File: config.mk
export PLATFORM = sky130hd
export DESIGN_NAME = regfile_write_port
export DESIGN_NICKNAME = d
export VERILOG_FILES = /design/src/rtl/regfile_write_port.sv
export SDC_FILE = /design/constraint.sdc
export NUM_CORES = 1
export LEC_CHECK = 0
export CAP_MARGIN = 20
export CORE_AREA = 5 5 415 417
export CTS_BUF_LIST = sky130_fd_sc_hd__clkbuf_4
export DETAILED_ROUTE_END_ITERATION = 12
export DIE_AREA = 0 0 420 422
export GPL_TIMING_DRIVEN = 0
export PLACE_DENSITY = 0.53
export SLEW_MARGIN = 20
export SYNTH_ARGS = -nofsm -noshare
export SYNTH_HDL_FRONTEND = slang
export SYNTH_SLANG_ARGS = --single-unit
File: constraint.sdc
create_clock -name clk -period 4.2 [get_ports clk]
set_clock_uncertainty 0.05 [all_clocks]
set_input_delay 1.26 -clock clk [delete_from_list [all_inputs] [get_ports clk]]
set_output_delay 1.26 -clock clk [all_outputs]
set_load 0.01 [all_outputs]
File: src/rtl/regfile_write_port.sv
// 32x32 register file write port with a hardwired-zero register and a sequential clear sweep.
// Latency: an accepted write is visible on regs_flat one cycle after the handshake edge; a clear takes 32 cycles.
// Backpressure: wr_ready drops for the whole clear sweep; the requester holds its write until wr_ready returns.
module regfile_write_port #(
    parameter int ZERO_REG = 31
) (
    input  logic          clk,
    input  logic          reset,
    input  logic          wr_valid,
    output logic          wr_ready,
    input  logic [4:0]    wr_addr,
    input  logic [31:0]   wr_data,
    input  logic          clr_req,
    output logic          busy,
    output logic [1023:0] regs_flat,
    output logic [15:0]   wr_count
);

    typedef enum logic {
        IDLE  = 1'b0,
        CLEAR = 1'b1
    } state_t;

    state_t      state;
    state_t      state_nxt;
    logic [4:0]  clr_idx;
    logic [31:0] regs [32];
    logic        wr_fire;
    logic [31:0] wr_en;
    logic [31:0] clr_en;

    // Ready depends on state only, so a held write never races the sweep.
    assign wr_ready = (state == IDLE);
    assign busy     = (state == CLEAR);
    assign wr_fire  = wr_valid && wr_ready;

    // State register.
    always_ff @(posedge clk) begin
        if (reset) begin
            state <= IDLE;
        end else begin
            state <= state_nxt;
        end
    end

    // Next state: start a sweep on clr_req in IDLE, leave after the last index is zeroed.
    always_comb begin
        state_nxt = state;
        unique case (state)
            IDLE:    if (clr_req) state_nxt = CLEAR;
            CLEAR:   if (clr_idx == 5'd31) state_nxt = IDLE;
            default: state_nxt = IDLE;
        endcase
    end

    // One-hot write and clear enables from the 5-bit write address and sweep index.
    always_comb begin
        wr_en  = '0;
        clr_en = '0;
        if (wr_fire) begin
            wr_en[wr_addr] = 1'b1;
        end
        if (state == CLEAR) begin
            clr_en[clr_idx] = 1'b1;
        end
    end

    // Sweep index: restart at 0 on entry, advance once per CLEAR cycle (wraps to 0 after 31).
    always_ff @(posedge clk) begin
        if (reset) begin
            clr_idx <= '0;
        end else if (state == IDLE && clr_req) begin
            clr_idx <= '0;
        end else if (state == CLEAR) begin
            clr_idx <= clr_idx + 5'd1;
        end
    end

    // Register storage; the zero register never takes a value and writes cannot occur during a sweep.
    always_ff @(posedge clk) begin
        for (int i = 0; i < 32; i++) begin
            if (reset) begin
                regs[i] <= '0;
            end else if (i == ZERO_REG) begin
                regs[i] <= '0;
            end else if (clr_en[i]) begin
                regs[i] <= '0;
            end else if (wr_en[i]) begin
                regs[i] <= wr_data;
            end
        end
    end

    // Saturating count of accepted handshakes, including those aimed at the zero register.
    always_ff @(posedge clk) begin
        if (reset) begin
            wr_count <= '0;
        end else if (wr_fire && wr_count != 16'hFFFF) begin
            wr_count <= wr_count + 16'd1;
        end
    end

    // Flatten storage for the read muxes; the zero register slice is tied low.
    always_comb begin
        regs_flat = '0;
        for (int i = 0; i < 32; i++) begin
            regs_flat[32*i +: 32] = (i == ZERO_REG) ? 32'd0 : regs[i];
        end
    end

endmodule

# ---- Word level (Yosys, flattened, before mapping)
# Memories as Yosys holds them, arrays and structs flattened.
# Cells that the tools add are included.
dict set report op_classes {
  n_addsub 2
  order_cmp 4
  n_eq_ne 2
  mux 292
  n_bitwise 64
  n_reduce_logical 6
}
# cell n
set op_table {}
lappend op_table {{32-bit two-way mux} 63}
lappend op_table {{1-bit two-way mux} 224}
lappend op_table {{1-bit OR} 63}
lappend op_table {{31-bit two-way mux} 2}
lappend op_table {{16-bit by 1-bit adder with 16-bit output, second input constant} 1}
lappend op_table {{16-bit inequality test, second input constant} 1}
lappend op_table {{5-bit by 6-bit < comparator with 1-bit output, second input constant} 2}
lappend op_table {{1-bit demux with 5-bit select} 2}
lappend op_table {{5-bit by 1-bit greater-or-equal comparator with 1-bit output, second input constant} 2}
lappend op_table {{5-bit by 1-bit adder with 5-bit output, second input constant} 1}
lappend op_table {{5-bit equality test, second input constant} 1}
lappend op_table {{1-bit logical AND} 5}
lappend op_table {{1-bit case mux with 2 select lines} 1}
lappend op_table {{2-bit OR reduction} 1}
lappend op_table {{1-bit inverter} 1}
dict set report word_totals {
  register_bits 22
  ramBits 1024
  input_bits 41
  out_inout_bits 1042
  word_cells 374
  memories 1
}
# memory words width read_ports rd_ports_with_merged_regs write_ports line_no
set memory_table {}
lappend memory_table {regs 32 32 31 0 32 27} ;# logic [31:0] regs [32];

# ---- Logic depth before layout (Yosys ltp)
dict set report depth {
  word_depth 10
  depth_mapped 6
  ltp_nobuf 6
}

# ---- Worst setup path before layout
# No wires, ideal clock.
dict set report synth_path {
  path_type {input to register}
  start {input port wr_addr[4]}
  end {memory regs[7][0], in the netlist regs[0][224], enable pin}
  t_arrival_ns 2.890
  slack_ns 0.864
  cell_stages 3
  n_path_buf 0
  path_cell_list {or3b_2 > nor2_1 > a311o_1}
}
# element line_no
set synth_rtl {}
lappend synth_rtl {{from (decl)} 11} ;# input logic [4:0] wr_addr,
lappend synth_rtl {{to (decl)} 27}

# ---- Final worst setup path
dict set report layout_path {
  start {register state, in the netlist busy}
  end {output port wr_ready}
}
dict set report layout_via {
  elab_chain_cells 1
}
# element line_no
set layout_lines {}
lappend layout_lines {{from (decl)} 24} ;# state_t state;
lappend layout_lines {{from (signal assigned)} 42} ;# state <= state_nxt;
lappend layout_lines {{1-bit inverter} 33} ;# assign wr_ready = (state == IDLE);
lappend layout_lines {{to (decl)} 10} ;# output logic wr_ready,
# No other way between the ends.

==> results.ini <==
[clock_network]
ctsHtreeMaxLevel=5
cts_tree=built
clk-insertion-delay-late_ps=1230
cts-buffers-inserted=304
cts_buffer_depth=4
root_buffer=clkbuf_4
cts_post_setup_buffers_inserted=0
clk_pin_slew_ps=60
clock_sinks=1014

[min_path]
min_path_type=flop to flop
hold_depth=2
hold_end=wr_count[14]$_SDFFE_PP0P_
worstHoldStart=wr_count[14]$_SDFFE_PP0P_

[synthesis]
yosysTopAreaCell=edfxtp_1
ys_types=42
postSynthAreaPerCell_sq_um=15.9
synth_seq_cells=1014
synth_area_leaders=edfxtp_1, and2_1, clkbuf_1, dfxtp_1, buf_4
synthCells=2441
syn_area_sq_um=38700
synth_top_area_share_pct=76.9
ys_warn_count=0
ys_seq_area_share_pct=78.1

[finish]
drive_gt1_share_pct=14.8
layoutNonFillerInstCount=6304
final_area_sq_um=56700
nNetsFinal=3912
syn2layout_area_growth_pct=46.3

[route]
drc=0
ant_nets=0
vias_per_cell=4.19
routed_wl_um=187000
drt-initial-drc-count=2035
met1Wirelength_um=68300
drt_pre_antenna_iters=7
vias=26400
met2_length_um=93700
wire_per_inst_um=29.6
wl_met3_um=16300
dr.max_layer_used=met5

[power_and_ir_drop]
power_frac_comb_pct=9.3
switchingPower_mw=5.80
power_leakage_nw=20.8
pwr-share-seq_pct=50.5
peakVddDrop_mv=0.243
clkPwrFrac_pct=40.2
switching_share_pct=25.2
internal-power_mw=17.2
p_total_mw=23.0
p_per_area_nw_per_um2=406

[floorplan]
die_h_um=422
die_area_sq_um=177000
start_util_pct=23.0
coreArea_sq_um=168000
placementRows=151
die_x_um=420
ioPinCount=1083

[sta]
fmax_ghz=0.254
tightest_slew_ps=1180
relSlewSlack_pct=21.3
finalHoldWorstSlack_ps=496
rsz0062_at_grt=false
finalHoldViolations=0
fin_crit_ps=3930
tns_ps=0
maxSlewViolCount=0
finalSetupViolCount=0
fin_crit_sh_pct=93.6

[placed_design]
placedInstanceArea_sq_um=53000
dp_cells=5777
numPortBuffers=1050
hpwl_um=139000
place_congestion=0.811

[worst_setup_path]
r2r-end=regs[1][125]$_SDFFCE_PN0P_
reg2reg_slack_ps=990
worstPathCellList=clkbuf_2 -> inv_1 -> clkdlybuf4s50_1
r2r_cells=5
critical_path_arrival_ps=2620
cp_slowest_cell=clkdlybuf4s50_1
cp_max_fo=10
crit_start=busy$_SDFF_PP0_
end_kind=primary output
start_kind=flop
r2r_start=busy$_SDFF_PP0_
max_stage_delay_ps=580
required_ps=2890
crit_type=flop to primary output

[outcome]
status=finished, final reports clean

[grt]
grt_max_degree=33
grt_first_pass_wirelength_um=242000
grt-ovfl-total=0
grt_usage_pct=20.5
grt_pass1_vias=26500
grt_antenna_before_repair=48

[flow_run]
maxCapViolCount=0

-- flip-flops by register name, summed over array words and instances (netlist names) --
name / cells
wr_count: 16
clr_idx: 5
busy: 1
regs: 992
-- layer usage --
layer	vias up	track usage [%]
li1	11500	-
met1	13300	22.7
met2	1338	35.4
met3	323	7.03
met4	12	8.88
met5	-	0
-- power by group through the flow --
| stage | Combinational, mW | Clock, mW | Sequential [mW] |
|---|---|---|---|
| 2_1_floorplan | 0.327 | 0 | 12.1 |
| 3_3_place_gp | 2.10 | 0 | 11.9 |
| 3_5_place_dp | 2.19 | 0 | 11.8 |
| 4_1_cts | 2.20 | 9.51 | 11.6 |
| 5_1_grt | 2.21 | 10.1 | 11.7 |
| 6_report | 2.14 | 9.26 | 11.6 |
-- critical path, delay by kind of cell, from the launching register on --
kind	cells	cell delay, ps
flops	1	430
buf+inv	3	950
-- cells in the final DEF, fill, tap and decap left out, types with 7 or more instances in the layout --
| cell | n |
|---|---|
| clkdlybuf4s50_1 | 1050 |
| and2_1 | 995 |
| edfxtp_1 | 992 |
| clkbuf_4 | 446 |
| clkbuf_1 | 195 |
| clkinv_1 | 36 |
| buf_4 | 32 |
| conb_1 | 32 |
| diode_2 | 29 |
| nor2_1 | 28 |
| buf_12 | 23 |
| nor2_2 | 21 |
| dfxtp_1 | 21 |
| a211o_2 | 19 |
| a21oi_1 | 16 |
| nor3_1 | 12 |
| nand2_1 | 11 |
| clkinv_2 | 10 |
| clkbuf_2 | 9 |
| a311o_2 | 7 |
-- cells by family (layout without fill, tap and decap cells) --
family,count (synthesis),in the layout,synth area share [%]
AO/OA/AOI/OAI,58,58,1.19
XOR/XNOR,3,3,0.0679
adder cells (fa/ha/maj),6,6,0.194
buffers and inverters,242,1827,2.66
flip-flops,1014,1014,78.1
multiplexers,4,4,0.113
other,1,61,0.00968
AND/OR/NAND/NOR,1113,1113,17.7
-- synthesized netlist by cell type --
master / number
and4b_1: 1
clkbuf_1: 204
a311o_1: 7
a311oi_1: 1
nand2_1: 11
buf_4: 32
nand4_1: 4
ha_1: 6
nor2_1: 50
nand2b_1: 1
mux2i_1: 1
or3b_2: 1
mux2_1: 1
edfxtp_1: 992
or4_1: 6
inv_1: 6
or3_1: 3
o31ai_1: 5
a41oi_1: 1
nand4_4: 1
nor4_2: 2
nand3_1: 6
and3_1: 4
and2_1: 995
o21ai_0: 2
a21oi_1: 16
xnor2_1: 1
xor2_1: 2
or4_4: 1
nand4b_1: 2
nor4b_1: 1
a211o_1: 24
conb_1: 1
nor3b_1: 1
nor2b_1: 4
mux2_2: 2
nor3_1: 12
and4_1: 3
o41ai_4: 1
nand3b_1: 4
dfxtp_1: 22
o41ai_1: 1
-- layout make-up --
cell class              count  area, sq um
clock buffers             446         3350
clock inverters            52          234
repair buffers           1087        11200
multi-input cells        1216         7720
fillers                 16600       112000
plain buffers             236         1020
flip-flops and latches   1014        30200
well taps                2218         2780
diodes                     29         72.6
inverters                   6         22.5
-- metrics by stage --
step | worst slack (ps) | utilization, %
finish | 269 | 33.7
global route | 84.1 | 33.6
CTS | 79.7 | 33.6
detailed placement | -646 | 31.5
global placement | -2220 | 31.0
floorplan | 864 | -
-- timing repair --
action                                  4_1_cts  5_1_grt
resized for setup                             2        0
hold buffers                                  0        0
endpoints found under the setup margin        1        0
-- how the worst max path moves through the flow --
stage	end	slack [ps]	cells after the start
global route	wr_ready	80	3
finish	wr_ready	270	3
CTS	wr_ready	80	3
global placement	regs[0][219]$_SDFFCE_PN0P_	-2220	5
detailed placement	regs[1][107]$_SDFFCE_PN0P_	-650	5
floorplan	regs[0][224]$_SDFFCE_PN0P_	860	3
Note: power is estimated with default switching activity, not from simulation.
